==> src/rtl/mult_issue_ctrl_pkg.sv <==
// Shared types and constants for the multiplier issue controller.
// Holds pipeline depth, result-type encodings and the scoreboard entry.
package mult_issue_ctrl_pkg;

    localparam int MULT_PPL_STAGE = 4;

    typedef enum logic [1:0] {
        MT_LOW = 2'b00,
        MT_SXS = 2'b01,
        MT_SXU = 2'b10,
        MT_UXU = 2'b11
    } mult_type_e;

    typedef struct packed {
        logic       valid;
        logic [4:0] rd;
        mult_type_e typ;
    } sb_entry_t;

endpackage

==> src/rtl/mult_issue_ctrl_if.sv <==
// Decode-side issue request, multiplier issue and writeback bundle.
// master = decode/issue side, slave = issue controller.
interface mult_issue_ctrl_if;

    logic       issue_valid;
    logic       issue_is_mult;
    logic [1:0] issue_type;
    logic [4:0] issue_rd;
    logic [4:0] issue_rs1;
    logic [4:0] issue_rs2;
    logic       flush;
    logic       drain_req;

    logic       issue_stall;
    logic       mult_use;
    logic [4:0] mult_rd;
    logic [1:0] mult_type;
    logic       wb_mult_valid;
    logic [4:0] wb_mult_rd;
    logic [1:0] wb_mult_type;
    logic       fwd_rs1;
    logic       fwd_rs2;

    modport master (
        output issue_valid, issue_is_mult, issue_type,
        output issue_rd, issue_rs1, issue_rs2,
        output flush, drain_req,
        input  issue_stall, mult_use, mult_rd, mult_type,
        input  wb_mult_valid, wb_mult_rd, wb_mult_type,
        input  fwd_rs1, fwd_rs2
    );

    modport slave (
        input  issue_valid, issue_is_mult, issue_type,
        input  issue_rd, issue_rs1, issue_rs2,
        input  flush, drain_req,
        output issue_stall, mult_use, mult_rd, mult_type,
        output wb_mult_valid, wb_mult_rd, wb_mult_type,
        output fwd_rs1, fwd_rs2
    );

endinterface

==> src/rtl/mult_issue_ctrl_scoreboard.sv <==
// In-flight multiply tracker: fixed-latency shift register of {valid,rd,type}
// with per-stage register comparators for both sources and the destination.
module mult_issue_ctrl_scoreboard
    import mult_issue_ctrl_pkg::*;
#(
    parameter int STAGES = MULT_PPL_STAGE
) (
    input  logic              clk,
    input  logic              rst,
    input  sb_entry_t         load,
    input  logic [4:0]        rs1,
    input  logic [4:0]        rs2,
    input  logic [4:0]        rd,
    output sb_entry_t         wb,
    output logic [STAGES-1:0] busy,
    output logic [STAGES-1:0] match_rs1,
    output logic [STAGES-1:0] match_rs2,
    output logic [STAGES-2:0] match_rd
);

    sb_entry_t stage_q [STAGES];

    always_ff @(posedge clk) begin
        if (rst) begin
            for (int i = 0; i < STAGES; i++)
                stage_q[i] <= '0;
        end else begin
            stage_q[0] <= load;
            for (int i = 1; i < STAGES; i++)
                stage_q[i] <= stage_q[i-1];
        end
    end

    // x0 never matches: it is neither read nor written
    always_comb begin
        busy      = '0;
        match_rs1 = '0;
        match_rs2 = '0;
        match_rd  = '0;
        for (int i = 0; i < STAGES; i++) begin
            busy[i]      = stage_q[i].valid;
            match_rs1[i] = stage_q[i].valid && rs1 != 5'd0
                           && stage_q[i].rd == rs1;
            match_rs2[i] = stage_q[i].valid && rs2 != 5'd0
                           && stage_q[i].rd == rs2;
        end
        for (int i = 0; i < STAGES-1; i++)
            match_rd[i] = stage_q[i].valid && rd != 5'd0
                          && stage_q[i].rd == rd;
    end

    assign wb = stage_q[STAGES-1];

endmodule

==> src/rtl/mult_issue_ctrl.sv <==
// Issue/hazard controller for the pipelined multiplier: RAW/WAW/WB-port
// stalls, last-stage forwarding, fence drain and in-flight accounting.
module mult_issue_ctrl
    import mult_issue_ctrl_pkg::*;
#(
    parameter int STAGES = MULT_PPL_STAGE,
    parameter int WB_LAT = 1
) (
    input  logic                        clk,
    input  logic                        rst,
    mult_issue_ctrl_if.slave            bus,
    output logic [STAGES-1:0]           busy,
    output logic [$clog2(STAGES+1)-1:0] inflight,
    output logic                        drained
);

    localparam int CW = $clog2(STAGES+1);

    if (STAGES < 2 || WB_LAT < 1 || WB_LAT > STAGES-1) begin : g_bad_cfg
        $error("mult_issue_ctrl: bad STAGES/WB_LAT");
    end

    sb_entry_t         load;
    sb_entry_t         wb;
    logic [STAGES-1:0] m_rs1;
    logic [STAGES-1:0] m_rs2;
    logic [STAGES-2:0] m_rd;
    logic [CW-1:0]     cnt_q;

    logic is_write;
    logic is_noop;
    logic raw_rs1;
    logic raw_rs2;
    logic waw;
    logic wb_port;
    logic drain_blk;

    mult_issue_ctrl_scoreboard #(.STAGES(STAGES)) u_sb (
        .clk       (clk),
        .rst       (rst),
        .load      (load),
        .rs1       (bus.issue_rs1),
        .rs2       (bus.issue_rs2),
        .rd        (bus.issue_rd),
        .wb        (wb),
        .busy      (busy),
        .match_rs1 (m_rs1),
        .match_rs2 (m_rs2),
        .match_rd  (m_rd)
    );

    assign is_write  = bus.issue_rd != 5'd0;
    assign is_noop   = bus.issue_is_mult && !is_write;
    assign raw_rs1   = |m_rs1[STAGES-2:0];
    assign raw_rs2   = |m_rs2[STAGES-2:0];
    assign waw       = |m_rd;
    // a short-latency writer would land on the mult result's WB slot
    assign wb_port   = !bus.issue_is_mult && is_write
                       && busy[STAGES-1-WB_LAT];
    assign drain_blk = bus.issue_is_mult && bus.drain_req;

    assign bus.issue_stall = bus.issue_valid && !is_noop
                             && (raw_rs1 || raw_rs2 || waw
                                 || wb_port || drain_blk);

    assign bus.mult_use = bus.issue_valid && bus.issue_is_mult
                          && is_write && !bus.issue_stall
                          && !bus.flush;

    assign bus.mult_rd   = bus.mult_use ? bus.issue_rd : 5'd0;
    assign bus.mult_type = bus.mult_use ? bus.issue_type : 2'd0;

    assign bus.fwd_rs1 = bus.issue_valid && m_rs1[STAGES-1] && !raw_rs1;
    assign bus.fwd_rs2 = bus.issue_valid && m_rs2[STAGES-1] && !raw_rs2;

    always_comb begin
        load       = '0;
        load.valid = bus.mult_use;
        load.rd    = bus.mult_rd;
        load.typ   = mult_type_e'(bus.mult_type);
    end

    assign bus.wb_mult_valid = wb.valid;
    assign bus.wb_mult_rd    = wb.rd;
    assign bus.wb_mult_type  = wb.typ;

    always_ff @(posedge clk) begin
        if (rst)
            cnt_q <= '0;
        else if (bus.mult_use && !wb.valid)
            cnt_q <= cnt_q + CW'(1);
        else if (!bus.mult_use && wb.valid)
            cnt_q <= cnt_q - CW'(1);
    end

    assign inflight = cnt_q;
    assign drained  = cnt_q == '0 && !bus.mult_use;

endmodule

==> src/flat_wrapper.sv <==
// flat-port wrapper written by rule: the top's interface ports become plain ports
module mult_issue_ctrl_flat import mult_issue_ctrl_pkg::*;
#(
    parameter int STAGES = MULT_PPL_STAGE,
    parameter int WB_LAT = 1
)
  (clk, rst, busy, inflight, drained, bus_issue_valid, bus_issue_is_mult, bus_issue_type, bus_issue_rd, bus_issue_rs1, bus_issue_rs2, bus_flush, bus_drain_req, bus_issue_stall, bus_mult_use, bus_mult_rd, bus_mult_type, bus_wb_mult_valid, bus_wb_mult_rd, bus_wb_mult_type, bus_fwd_rs1, bus_fwd_rs2);
  mult_issue_ctrl_if bus_i ();
  input  logic clk;
  input  logic rst;
  output logic [STAGES-1:0] busy;
  output logic [$clog2(STAGES+1)-1:0] inflight;
  output logic drained;
  input wire logic [$bits(bus_i.issue_valid)-1:0] bus_issue_valid;
  input wire logic [$bits(bus_i.issue_is_mult)-1:0] bus_issue_is_mult;
  input wire logic [$bits(bus_i.issue_type)-1:0] bus_issue_type;
  input wire logic [$bits(bus_i.issue_rd)-1:0] bus_issue_rd;
  input wire logic [$bits(bus_i.issue_rs1)-1:0] bus_issue_rs1;
  input wire logic [$bits(bus_i.issue_rs2)-1:0] bus_issue_rs2;
  input wire logic [$bits(bus_i.flush)-1:0] bus_flush;
  input wire logic [$bits(bus_i.drain_req)-1:0] bus_drain_req;
  output wire logic [$bits(bus_i.issue_stall)-1:0] bus_issue_stall;
  output wire logic [$bits(bus_i.mult_use)-1:0] bus_mult_use;
  output wire logic [$bits(bus_i.mult_rd)-1:0] bus_mult_rd;
  output wire logic [$bits(bus_i.mult_type)-1:0] bus_mult_type;
  output wire logic [$bits(bus_i.wb_mult_valid)-1:0] bus_wb_mult_valid;
  output wire logic [$bits(bus_i.wb_mult_rd)-1:0] bus_wb_mult_rd;
  output wire logic [$bits(bus_i.wb_mult_type)-1:0] bus_wb_mult_type;
  output wire logic [$bits(bus_i.fwd_rs1)-1:0] bus_fwd_rs1;
  output wire logic [$bits(bus_i.fwd_rs2)-1:0] bus_fwd_rs2;
  assign bus_i.issue_valid = bus_issue_valid;
  assign bus_i.issue_is_mult = bus_issue_is_mult;
  assign bus_i.issue_type = bus_issue_type;
  assign bus_i.issue_rd = bus_issue_rd;
  assign bus_i.issue_rs1 = bus_issue_rs1;
  assign bus_i.issue_rs2 = bus_issue_rs2;
  assign bus_i.flush = bus_flush;
  assign bus_i.drain_req = bus_drain_req;
  assign bus_issue_stall = bus_i.issue_stall;
  assign bus_mult_use = bus_i.mult_use;
  assign bus_mult_rd = bus_i.mult_rd;
  assign bus_mult_type = bus_i.mult_type;
  assign bus_wb_mult_valid = bus_i.wb_mult_valid;
  assign bus_wb_mult_rd = bus_i.wb_mult_rd;
  assign bus_wb_mult_type = bus_i.wb_mult_type;
  assign bus_fwd_rs1 = bus_i.fwd_rs1;
  assign bus_fwd_rs2 = bus_i.fwd_rs2;
  mult_issue_ctrl #(.STAGES(STAGES), .WB_LAT(WB_LAT)) u_core (.clk(clk), .rst(rst), .bus(bus_i), .busy(busy), .inflight(inflight), .drained(drained));
endmodule
==> config.mk <==
export PLATFORM = sky130hd
export DESIGN_NAME = mult_issue_ctrl_flat
export DESIGN_NICKNAME = d
export VERILOG_FILES = /design/src/rtl/mult_issue_ctrl_pkg.sv /design/src/rtl/mult_issue_ctrl_if.sv /design/src/rtl/mult_issue_ctrl_scoreboard.sv /design/src/rtl/mult_issue_ctrl.sv /design/src/flat_wrapper.sv
export SDC_FILE = /design/constraint.sdc
export NUM_CORES = 1
export LEC_CHECK = 0
export ABC_AREA = 1
export BUFFER_PORTS_ARGS = -buffer_cell sky130_fd_sc_hd__buf_2
export CORE_UTILIZATION = 50
export DETAILED_ROUTE_END_ITERATION = 12
export GPL_TIMING_DRIVEN = 0
export PLACE_DENSITY = 0.75
export SYNTH_ARGS = -nofsm -noshare
export SYNTH_HDL_FRONTEND = slang
export SYNTH_SLANG_ARGS = --single-unit
==> constraint.sdc <==
create_clock -name clk -period 2.7 [get_ports clk]
set_input_delay 0.405 -clock clk [delete_from_list [all_inputs] [get_ports clk]]
set_output_delay 0.405 -clock clk [all_outputs]
set_load 0.01 [all_outputs]
Yosys cells after proc, flatten, opt, wreduce, memory -nomap -nowiden
Memory sizes are Yosys's and may differ from the RTL's.
Index checks and enable logic that the tools add are counted.
{"block": "totals", "regBits": 3, "latchBits": 0, "ram_bits": 32, "mem_bits_ro": 0, "output_inout_bits": 27, "n_memories": 1}
{"memory": "u_core.u_sb.stage_q", "words": 4, "word_bits": 8, "rd": 4, "rd_ports_with_merged_regs": 0, "write_ports": 4, "line_no": "mult_issue_ctrl_scoreboard.sv:21", "text": "sb_entry_t stage_q [STAGES];"}
{"block": "classes", "addsub": 2, "multipliers": 0, "div_mod_pow": 0, "order_cmp": 0, "eq_ne": 11, "n_shift": 0, "mux": 11, "n_bitwise": 4, "reduce_logical": 60}
{"cell": "$eq A5 B5 Y1", "count": 11}
{"cell": "$logic_and A1 B1 Y1", "count": 39}
{"cell": "$mux W8", "count": 4}
{"cell": "$reduce_bool A5 Y1", "count": 3}
{"cell": "$logic_not A1 Y1", "count": 9}
{"cell": "$reduce_or A3 Y1", "count": 3}
{"cell": "$mux W3", "count": 2}
{"cell": "$mux W5", "count": 1}
{"cell": "$logic_or A1 B1 Y1", "count": 4}
{"cell": "$or A1 B1 Y1", "count": 4}
{"cell": "$add A3 B1 Y3 const B", "count": 1}
{"cell": "$logic_not A3 Y1", "count": 1}
{"cell": "$mux W1", "count": 3}
{"cell": "$sub A3 B1 Y3 const B", "count": 1}
{"cell": "$mux W2", "count": 1}
{"cell": "$reduce_bool A2 Y1", "count": 1}

Logic depth before layout (Yosys ltp)
{"block": "logic_depth", "ltp_word": 16, "depth_mapped": 20}

Cells and area by module
From an unflattened synthesis, not the netlist that was laid out.
{"block": "hier_totals", "hier_cells": 436, "area_unflattened_um2": 2299.7}
{"mod": "mult_issue_ctrl_scoreboard", "instances": 1, "cells_per_inst": 364, "area_per_inst_um2": 1929.4, "seq_area_each_um2": 640.6}
{"mod": "mult_issue_ctrl", "instances": 1, "cells_per_inst": 72, "area_per_inst_um2": 370.4, "seq_area_each_um2": 60.1}

Least setup slack after synthesis
Ideal clock, no wire load.
{"block": "synth_path", "path_kind": "input -> register", "startpoint": "input bus_issue_rs2[2]", "endpoint": "register u_core.cnt_q[2], in the netlist u_core.inflight[2]", "setup_ps": 122, "t_arrival_ps": 2241, "required_time_ps": 2578, "setup_slack_ps": 337, "stages": 19, "path_cell_list": "buf_4 > inv_2 > nand2_1 > nand2_1 > nor3_1 > nand3_1 > nand3_1 > nand2_1 > nand3_2 > nand2_4 > nand2_4 > inv_2 > ha_1 > inv_1 > fa_1 > a21oi_1 > o21ai_0 > o21ai_0 > a21oi_1"}
{"block": "synth_via", "elab_chain_len": 15, "elab_cells_between_ends": 24, "cone_classes": "eq/ne: 3; mux: 1; reduce/logical: 20"}
{"element": "start: declaration", "line_no": "flat_wrapper.sv:19", "text": "input wire logic [$bits(bus_i.issue_rs2)-1:0] bus_issue_rs2;"}
{"element": "$reduce_bool A5 Y1", "line_no": "mult_issue_ctrl_scoreboard.sv:44", "text": "match_rs2[i] = stage_q[i].valid && rs2 != 5'd0"}
{"element": "$logic_and A1 B1 Y1", "line_no": "mult_issue_ctrl_scoreboard.sv:44"}
{"element": "$logic_and A1 B1 Y1", "line_no": "mult_issue_ctrl_scoreboard.sv:45", "text": "&& stage_q[i].rd == rs2;"}
{"element": "$reduce_or A3 Y1 *", "line_no": "mult_issue_ctrl.sv:55", "text": "assign raw_rs2 = |m_rs2[STAGES-2:0];"}
{"element": "$logic_or A1 B1 Y1 * (2 in series)", "line_no": "mult_issue_ctrl.sv:63", "text": "&& (raw_rs1 || raw_rs2 || waw"}
{"element": "$logic_or A1 B1 Y1 * (2 in series)", "line_no": "mult_issue_ctrl.sv:64", "text": "|| wb_port || drain_blk);"}
{"element": "$logic_and A1 B1 Y1 *", "line_no": "mult_issue_ctrl.sv:63"}
{"element": "$logic_not A1 Y1 *", "line_no": "mult_issue_ctrl.sv:67", "text": "&& is_write && !bus.issue_stall"}
{"element": "$logic_and A1 B1 Y1 *", "line_no": "mult_issue_ctrl.sv:67"}
{"element": "$logic_and A1 B1 Y1 *", "line_no": "mult_issue_ctrl.sv:68", "text": "&& !bus.flush;"}
{"element": "named net bus_mult_use", "line_no": "flat_wrapper.sv:23", "text": "output wire logic [$bits(bus_i.mult_use)-1:0] bus_mult_use;"}
{"element": "$logic_not A1 Y1", "line_no": "mult_issue_ctrl.sv:92", "text": "else if (!bus.mult_use && wb.valid)"}
{"element": "$logic_and A1 B1 Y1", "line_no": "mult_issue_ctrl.sv:92"}
{"element": "$reduce_bool A2 Y1 (no line)"}
{"element": "end signal: assignment", "line_no": "mult_issue_ctrl.sv:91", "text": "cnt_q <= cnt_q + CW'(1);"}
{"element": "end signal: assignment", "line_no": "mult_issue_ctrl.sv:93", "text": "cnt_q <= cnt_q - CW'(1);"}
{"element": "end: declaration", "line_no": "mult_issue_ctrl.sv:28", "text": "logic [CW-1:0] cnt_q;"}
Mark *: on every way through the listed nets, which the timed path passes. The rest lies on a longest branch.
A chain may end at the register's enable or synchronous reset.

==> impl_metrics.ini <==
[run_status]
outcome = complete, no violations

[detailed_routing]
detailroute.via_count = 2197
ant_nets = 0
avgRoutedWirePerCell_um = 13.4
routed_via_density = 4.99
detail_route.drc_violations = 0
drt_wl_total_mm = 5.89
first_pass_iters = 5
initialDrtViolationCount = 174

[die]
fp.dieW_um = 65.9
core_area_um2 = 3800
rows = 22
fp.dieArea_um2 = 4340
floorplan.initialDensity = 0.538
die_y_um = 65.9
io-pin-count = 50

[clocking]
post_cts_resized = 0
clkLatencyLatePin_ns = 0.29
clock_tree.root_cell = clkbuf_8
cts_max_level = 2
tritoncts = yes
cts.path.max_buffers = 2
post-cts-setup-buffer-count = 0
cts_hold_repair.buffers = 0
clock_sinks = 35
cts.reportedPaths.clkPinSlew_ns = 0.07
cts-buffers-inserted = 5

[power_and_ir_drop]
powerDensity_nw_per_um2 = 473
leakage_power_nw = 1.32
ir_drop_v = 0.000489

[sta]
timing_worst_slew_pin_value_ns = 0.592
timing.final.max_slew_violations = 0
max_slew_headroom = 0.606
timing.final.ws_setup_ns = 0.223
finalSetupViolations = 0
final.period_utilization = 0.917
final_hold_violating_endpoints = 0
rsz0062_at_grt = false
final.setup.tns_ns = 0
top_achievable_clock_speed_mhz = 404
finalCriticalPeriod_ns = 2.48
clock-skew-final_ns = 0.00715

[setup_path]
worst_path_max_delay_cell = fa_1
critical_path.startpoint = u_core.u_sb.stage_q[0][5]
top_fanout_value_on_the_critical_path = 8
cpLargestDelayFamily = simple AND/OR/NAND/NOR gates
reg2reg_from = u_core.u_sb.stage_q[0][5]
data_arrival_at_the_endpoint_of_the_critical_path_ns = 2.65
critPathRequiredTime_ns = 2.88
reg2regPathDepth = 18
critical_path_depth = 18
worst_path_largest_cell_delay_ns = 0.38
crit_type = reg2reg
cp-end-kind = flip-flop
cp_num_buf_inv = 3
worstSetupStartpointType = flip-flop
cp_cell_sequence = inv_1, nand2_1, nand2_1, nor2_1, nand3_1, nand3_2, a21oi_2, nand3_2, nand2_4, nand2_4, inv_2, ha_1, inv_1, fa_1, a21oi_1, o21ai_1, o21ai_1, a21oi_1

[yosys]
yosys.area.top_type = dfxtp_1
synth.distinct_cells = 25
synth.top_cells.by_area = dfxtp_1, nand2_1, nor2_1
synth_flop_cell = dfxtp_1
mean_instance_size_in_the_synthesized_netlist_um2 = 6.06
synthesis.instances = 337
synth_top_cell_area_share = 0.343
ys.warnings.count = 0
number_of_enable_flip_flop_cells_after_synthesis = 0
synth_area_um2 = 2040
synth.ff_latch_count = 35
synth.yosys.seq_area_share = 0.343
mappedNetlistNets = 362
ys_async_sr_fraction = 0

[placed_design]
postPlaceCellArea_um2 = 2340
gp_congestion = 0.907
dp_slack_ns = -0.0997
port_buffers = 47
dp_hpwl_mm = 4.60

[global_routing]
grt_start_max_net_pins = 13
via_count_of_the_first_global_routing_pass = 1981
grt_antenna_before_repair = 0
grt_first_pass_wirelength_mm = 9.31
grt_resource_usage_total = 0.296
globalRouteOverflowTotal = 0

[cells_and_area]
diodes = 0
num-nets-final = 416
finish.utilization = 0.649
fraction_of_layout_instances_using_a_drive_strength_above_1 = 0.245
area_growth_pct = 20.6
stdcell_area_um2 = 2460

[worst_hold_path]
holdCritStartpoint = bus_issue_type[0]
worstHoldPathType = in2reg
worst_hold_path.num_cells = 3

[run]
maxCapViolCount = 0
placed cells by master, fill, tap and decap left out, drive strengths merged:
| master | synthesis | final |
|---|---|---|
| a2111oi | 1 | 1 |
| a211oi | 1 | 1 |
| a21oi | 10 | 10 |
| buf | 5 | 52 |
| bufinv | 0 | 1 |
| clkbuf | 3 | 8 |
| clkinv | 0 | 2 |
| dfxtp | 35 | 35 |
| fa | 1 | 1 |
| ha | 1 | 1 |
| inv | 55 | 55 |
| nand2 | 93 | 93 |
| nand3 | 17 | 17 |
| nand4 | 2 | 2 |
| nor2 | 81 | 81 |
| nor3 | 8 | 8 |
| o21ai | 12 | 12 |
| o22ai | 4 | 4 |
| xnor2 | 1 | 1 |
| xor2 | 7 | 7 |
path summary, 6_finish.rpt:
| path | slack [ns] | end |
|---|---|---|
| setup reg to reg | 0.22 | u_core.inflight[2] |
| hold reg to reg | 0.40 | u_core.u_sb.stage_q[3][1] |
| setup / recovery | 0.22 | u_core.inflight[2] |
| hold / removal | 0.34 | u_core.u_sb.stage_q[0][0] |
per-layer routing:
| layer | up-vias | part of all wire | track usage |
|---|---|---|---|
| met5 | - | 0 | 0 |
| met3 | 10 | 0.071 | 0.0517 |
| li1 | 1130 | - | - |
| met2 | 100 | 0.46 | 0.478 |
| met1 | 957 | 0.45 | 0.380 |
| met4 | 0 | 0.019 | 0.133 |
tightest hold or removal path: stages:
cell    delay, ns
buf_2        0.07
inv_1        0.04
nor2_1       0.08
registers in the layout, summed over array words and instances, names as in the netlist:
| register | flops |
|---|---|
| u_core.u_sb.stage_q | 32 |
| u_core.inflight | 3 |
synthesized netlist by cell type, types with 2 or more instances:
cell / n
a21oi_1: 10
buf_4: 5
clkbuf_1: 3
dfxtp_1: 35
inv_1: 42
inv_2: 13
nand2_1: 91
nand2_4: 2
nand3_1: 15
nand4_1: 2
nor2_1: 79
nor2_2: 2
nor3_1: 8
o21ai_0: 10
o22ai_1: 4
xor2_1: 7
power breakdown:
group | internal, mW | total, mW | switching [mW]
sequential | 0.523 | 0.531 | 0.00766
clock | 0.275 | 0.477 | 0.202
combinational | 0.0563 | 0.158 | 0.101
total | 0.854 | 1.17 | 0.311
cells by family (layout without fill, tap and decap cells):
| logic type | after synthesis | count (layout) | share of synthesized area |
|---|---|---|---|
| and+or+nand+nor | 201 | 201 | 0.406 |
| buffers and inverters | 63 | 118 | 0.125 |
| DFF | 35 | 35 | 0.343 |
| AOI/OAI and AO/OA | 28 | 28 | 0.0760 |
| xor gates and xnor gates | 8 | 8 | 0.0343 |
| adders and majority gates | 2 | 2 | 0.0159 |
stage by stage:
stage          std cells  total power [mW]  hold WS (ns)
4_1_cts              440              1.17         0.339
3_3_place_gp         432             0.695         0.390
5_1_grt              440              1.22         0.349
2_1_floorplan        337             0.635         0.388
6_report             440              1.17         0.345
3_5_place_dp         432             0.697         0.395
area by class of cell:
type	instances	area [µm²]
Multi-Input combinational cell	239	1090
Clock inverter	3	43.8
Clock buffer	5	68.8
Tap cell	48	60.1
Timing Repair Buffer	47	235
Inverter	55	206
Fill cell	371	1340
Sequential cell	35	706
Buffer	8	48.8
No activity file was read; power rests on OpenSTA's default activity.
